<file path="src/rtl/uc_sequencer.sv">
// rtl/uc_sequencer.sv - control sequencer for the 16-bit accumulator CPU
// Optional build macro: UC_HALT_EN (HLT enters a sticky HALT state; otherwise HLT is a NOP)
module uc_sequencer #(
  parameter int ADDR_W = 8
) (
  input  logic              clk,
  input  logic              rst,
  input  logic              ce,
  input  logic              carry,
  input  logic [15:0]       mem_rdata,
  output logic [ADDR_W-1:0] mem_addr,
  output logic              mem_en,
  output logic              mem_we,
  output logic [2:0]        sel_UAL,
  output logic              load_R1,
  output logic              load_ACCU,
  output logic              load_carry,
  output logic              init_carry,
  output logic [ADDR_W-1:0] pc,
  output logic              halted
);

  localparam logic [2:0] OP_NOR = 3'b000;
  localparam logic [2:0] OP_ADD = 3'b001;
  localparam logic [2:0] OP_SUB = 3'b010;
  localparam logic [2:0] OP_STA = 3'b011;
  localparam logic [2:0] OP_JCC = 3'b100;
  localparam logic [2:0] OP_JMP = 3'b101;
  localparam logic [2:0] OP_NOP = 3'b110;
  localparam logic [2:0] OP_HLT = 3'b111;

  typedef enum logic [2:0] {
    S_FETCH,
    S_DECODE,
    S_OPREAD,
    S_LOADR1,
    S_ALU,
    S_STORE
`ifdef UC_HALT_EN
    , S_HALT
`endif
  } state_t;

  state_t            state_q, state_d;
  logic [ADDR_W-1:0] pc_q, pc_d;
  logic [2:0]        ir_op_q, ir_op_d;
  logic [ADDR_W-1:0] ir_addr_q, ir_addr_d;

  // Raw strobes before clock-enable / reset gating
  logic en_raw, we_raw, r1_raw, acc_raw, lc_raw, ic_raw;
  logic active;

  // Opcode bits between the address field and bit 13 carry no meaning here
  logic unused_rdata;
  assign unused_rdata = ^mem_rdata;

  // Strobes only fire while enabled and out of reset, so an aborting reset kills a pending write
  assign active = ce & rst;

  // State, program counter and instruction register; advance only on clock enable
  always_ff @(posedge clk or negedge rst) begin
    if (!rst) begin
      state_q   <= S_FETCH;
      pc_q      <= '0;
      ir_op_q   <= '0;
      ir_addr_q <= '0;
    end else if (ce) begin
      state_q   <= state_d;
      pc_q      <= pc_d;
      ir_op_q   <= ir_op_d;
      ir_addr_q <= ir_addr_d;
    end
  end

  // Next-state, instruction decode and datapath control
  always_comb begin
    state_d   = state_q;
    pc_d      = pc_q;
    ir_op_d   = ir_op_q;
    ir_addr_d = ir_addr_q;
    en_raw    = 1'b0;
    we_raw    = 1'b0;
    r1_raw    = 1'b0;
    acc_raw   = 1'b0;
    lc_raw    = 1'b0;
    ic_raw    = 1'b0;
    mem_addr  = pc_q;
    sel_UAL   = 3'b000;
    unique case (state_q)
      S_FETCH: begin
        en_raw  = 1'b1;
        state_d = S_DECODE;
      end
      S_DECODE: begin
        ir_op_d   = mem_rdata[15:13];
        ir_addr_d = mem_rdata[ADDR_W-1:0];
        pc_d      = pc_q + ADDR_W'(1);
        state_d   = S_FETCH;
        unique case (mem_rdata[15:13])
          OP_NOR, OP_ADD, OP_SUB: state_d = S_OPREAD;
          OP_STA:                 state_d = S_STORE;
          OP_JCC: begin
            // Taken when carry is clear; a fall-through consumes the carry
            if (!carry) pc_d = mem_rdata[ADDR_W-1:0];
            else        ic_raw = 1'b1;
          end
          OP_JMP: pc_d = mem_rdata[ADDR_W-1:0];
          OP_NOP: state_d = S_FETCH;
          OP_HLT: begin
`ifdef UC_HALT_EN
            state_d = S_HALT;
`else
            state_d = S_FETCH;
`endif
          end
          default: state_d = S_FETCH;
        endcase
      end
      S_OPREAD: begin
        mem_addr = ir_addr_q;
        en_raw   = 1'b1;
        state_d  = S_LOADR1;
      end
      S_LOADR1: begin
        r1_raw  = 1'b1;
        state_d = S_ALU;
      end
      S_ALU: begin
        acc_raw = 1'b1;
        state_d = S_FETCH;
        unique case (ir_op_q)
          OP_ADD: begin
            sel_UAL = 3'b010;
            lc_raw  = 1'b1;
          end
          OP_SUB: begin
            sel_UAL = 3'b011;
            lc_raw  = 1'b1;
          end
          default: sel_UAL = 3'b000;
        endcase
      end
      S_STORE: begin
        mem_addr = ir_addr_q;
        we_raw   = 1'b1;
        state_d  = S_FETCH;
      end
`ifdef UC_HALT_EN
      S_HALT: state_d = S_HALT;
`endif
      default: state_d = S_FETCH;
    endcase
  end

  assign mem_en     = en_raw  & active;
  assign mem_we     = we_raw  & active;
  assign load_R1    = r1_raw  & active;
  assign load_ACCU  = acc_raw & active;
  assign load_carry = lc_raw  & active;
  assign init_carry = ic_raw  & active;
  assign pc         = pc_q;

`ifdef UC_HALT_EN
  assign halted = (state_q == S_HALT);
`else
  assign halted = 1'b0;
`endif

endmodule

</file>
<file path="config.mk">
export PLATFORM = sky130hd
export DESIGN_NAME = uc_sequencer
export DESIGN_NICKNAME = d
export VERILOG_FILES = /design/src/rtl/uc_sequencer.sv
export SDC_FILE = /design/constraint.sdc
export NUM_CORES = 1
export LEC_CHECK = 0
export CAP_MARGIN = 40
export CELL_PAD_IN_SITES_DETAIL_PLACEMENT = 0
export CELL_PAD_IN_SITES_GLOBAL_PLACEMENT = 2
export CORE_MARGIN = 2
export CORE_UTILIZATION = 26
export CTS_BUF_LIST = sky130_fd_sc_hd__clkbuf_8 sky130_fd_sc_hd__clkbuf_16
export DETAILED_ROUTE_END_ITERATION = 8
export GPL_TIMING_DRIVEN = 0
export PLACE_DENSITY_LB_ADDON = 0.1
export SKIP_CTS_REPAIR_TIMING = 1
export SLEW_MARGIN = 20
export SYNTH_ARGS = -nofsm -noshare
export SYNTH_HDL_FRONTEND = slang
export SYNTH_SLANG_ARGS = --single-unit
export TNS_END_PERCENT = 10
</file>
<file path="constraint.sdc">
create_clock -name clk -period 1.52 [get_ports clk]
set_input_delay 0.152 -clock clk [delete_from_list [all_inputs] [get_ports clk]]
set_output_delay 0.152 -clock clk [all_outputs]
set_load 0.05 [all_outputs]
</file>
==> key figures <==
Yosys
  – #FFs+latches synth: 22
  – Mean Syn Cell Area: 9.103 sq um
  – Top cells by area, synth: dfrtp_1 41%, nand2_1 11%, mux2_4 8.9%, a2bb2oi_1 2.6%, o21ai_0 2.6%
  – Library cell with the largest summed area after synthesis: dfrtp_1
  – Share of the synthesized area in the top cell type: 0.4059
  – Top-count cell post-synth: nand2_1
  – Syn Inst Count: 149
  – Number of distinct library cells after synthesis: 37
  – Yosys warns: 0
  – Async S/R FF share, synth: 1.000
  – Prevailing post-synth register cell: dfrtp_1
  – Commonest cells in the netlist: 40 x nand2_1, 22 x dfrtp_1, 8 x mux2_4
  – Cell area after synthesis: 1356 sq um
  – Register area share after synthesis: 0.4059
  – Number of enable flip-flop cells after synthesis: 0

Timing
  – Tcrit/Tclk final: 1.278
  – Setup Total Neg Slack: -3.447 ns
  – Final hold vios: 0
  – Slew @ Worst Pin: 0.5039 ns
  – Clock Skew: 0.002835 ns
  – Slew HR: 0.6636
  – Fmax: 514.9 MHz
  – Pins over their slew limit: 0
  – RSZ-0062 raised after global routing: true
  – Worst setup margin: -0.4223 ns
  – Setup violators final: 15
  – Min Clock Period, post-route: 1.942 ns

Clock network
  – Worst skew pair latency: 0.27 ns
  – Clock buffer depth: 2
  – CTS HTree Levels: 1
  – CTS tree: done
  – Clock transition at path regs: 0.08 ns
  – CTS buffer count: 3
  – Root Driver: clkbuf_8
  – CTS sink cnt: 22

Die
  – Die height: 76.23 microns
  – Die X: 76.23 microns
  – Die area: 5810 sq um
  – Initial core utilization: 0.2673
  – Row Count: 26
  – IO Pins: 46
  – Area of the core: 5075 sq um

Cells and area
  – Synthesis-to-layout area growth: 53.60%
  – Share of layout cells above drive strength 1: 0.3433
  – NumNets Final: 223
  – Antenna diode count: 0

Global routing
  – Maximum number of pins on one net before global-route repair: 24
  – Total track usage: 0.1361
  – Initial antenna violation count: 0
  – Vias in the first global route: 1271
  – Grt total ovfl: 0
  – First-pass GRT wire length: 6368 microns

Setup path
  – Critical path required time: 1.37 ns
  – WP data arrival: 1.79 ns
  – Crit Path Max Fanout: 6
  – CP Class: flop to primary output
  – CP Launch Type: flop
  – CP Capture Type: primary output

Detailed routing
  – Final routed DRC violation total: 0
  – Post-route ant nets: 0
  – Routed vias/inst: 4.616
  – DRT iter0 DRCs: 68
  – Final wirelength: 3850 microns
  – Detail-routed net length per standard cell: 14.21 microns
  – Total vias in the final route: 1251
  – First-pass DRT Iterations: 4

Placed design
  – Placer Congestion: 0.7376
  – Buffers on Ports: 38
  – Hpwl dp: 2636 microns

Pwr
  – PnR Total Power: 4722 uW
  – Lkg Pwr: 0.001003 uW
  – Power per cell area: 2267 nW/um^2
  – Worst vdd ir: 0.001026 V

Status
  – Violations in the final reports: setup timing
  – Run status: finished, violations left

Hold path
  – Hold Crit Class: input port to flop

Run
  – Max Cap Viol: 0
==> per-layer routing <==
layer | vias up | track usage | routed length [microns]
li1 | 622 | - | -
met1 | 589 | 0.1818 | 1796
met2 | 35 | 0.2265 | 1831
met3 | 5 | 0.02014 | 169
met4 | 0 | 0.04364 | 53
met5 | - | 0 | 0
==> critical path, stage by stage (launching register included) <==
cell and delay, ns:
dfrtp_1 0.38, buf_6 0.13, nor2b_4 0.14, a21oi_4 0.16
buf_4 0.19, mux2_4 0.31, buf_2 0.21
==> power by group <==
| part | total, uW | internal, uW | switching [uW] |
|---|---|---|---|
| logic | 3100 | 1270 | 1840 |
| clock network | 443 | 232 | 211 |
| registers | 1170 | 865 | 309 |
==> through the flow <==
step                      area (sq um)  setup WS, ns    util  cells  hold slack (ns)
final                             2083       -0.4223  0.4105    271           0.2478
after global routing              2083       -0.4730  0.4105    271           0.2914
after CTS                         1941        -1.115  0.3824    262          -0.1151
after detailed placement          1886       -0.9157  0.3715    258           0.1803
after global placement            1891        -1.811  0.3725    258           0.4587
after floorplan                   1423       -0.3856       -    150          -0.1436
==> registers in the layout (all words and copies together), names as in the netlist <==
name and count:
ir_op_q 3, state_q 3, pc 8, ir_addr_q 8
==> cells in the final DEF (no fill, tap or decap), drive strengths merged, types with 3 or more instances in the layout <==
cell type       n
o21ai           7
nand3           4
inv             5
buf            29
dfrtp          22
nand2b          3
a21oi           7
nor4            4
clkbuf          8
nor3            5
mux2            8
a2bb2oi         4
nor2b           4
or2             3
nand2          41
nor2            3
dlymetal6s2s    9
clkdlybuf4s50  12
o22ai           5
==> worst paths after layout <==
path,from,end,slack [ns],depth (start not counted)
setup / recovery,state_q[0],mem_addr[2],-0.42,6
hold / removal,ce,state_q[2],0.25,2
setup reg to reg,state_q[2],pc[2],-0.02,6
hold reg to reg,ir_addr_q[2],ir_addr_q[2],0.48,2
max in group asynchronous,rst,state_q[1],0.91,3
min in group asynchronous,rst,pc[3],0.45,3
==> cell families (layout without fill, tap and decap cells) <==
logic type	after synthesis	count (layout)	synth area share
compound gates	29	29	0.1421
xor+xnor	1	1	0.006459
fa+ha+maj	1	1	0.009224
buf+inv	14	65	0.06273
flops	22	22	0.4059
mux	10	10	0.1033
other cells	1	2	0.002765
simple gates	71	71	0.2675
==> area by class of cell <==
cell class              count  area, sq um
clock buffers               4        55.05
repair buffers             47        484.2
inverters                   6        27.53
well taps                  70        87.58
flip-flops and latches     22        554.3
fillers                   527         2992
plain buffers               8        68.82
multi-input cells         114        805.8
Note: power is estimated with default switching activity, not from simulation.
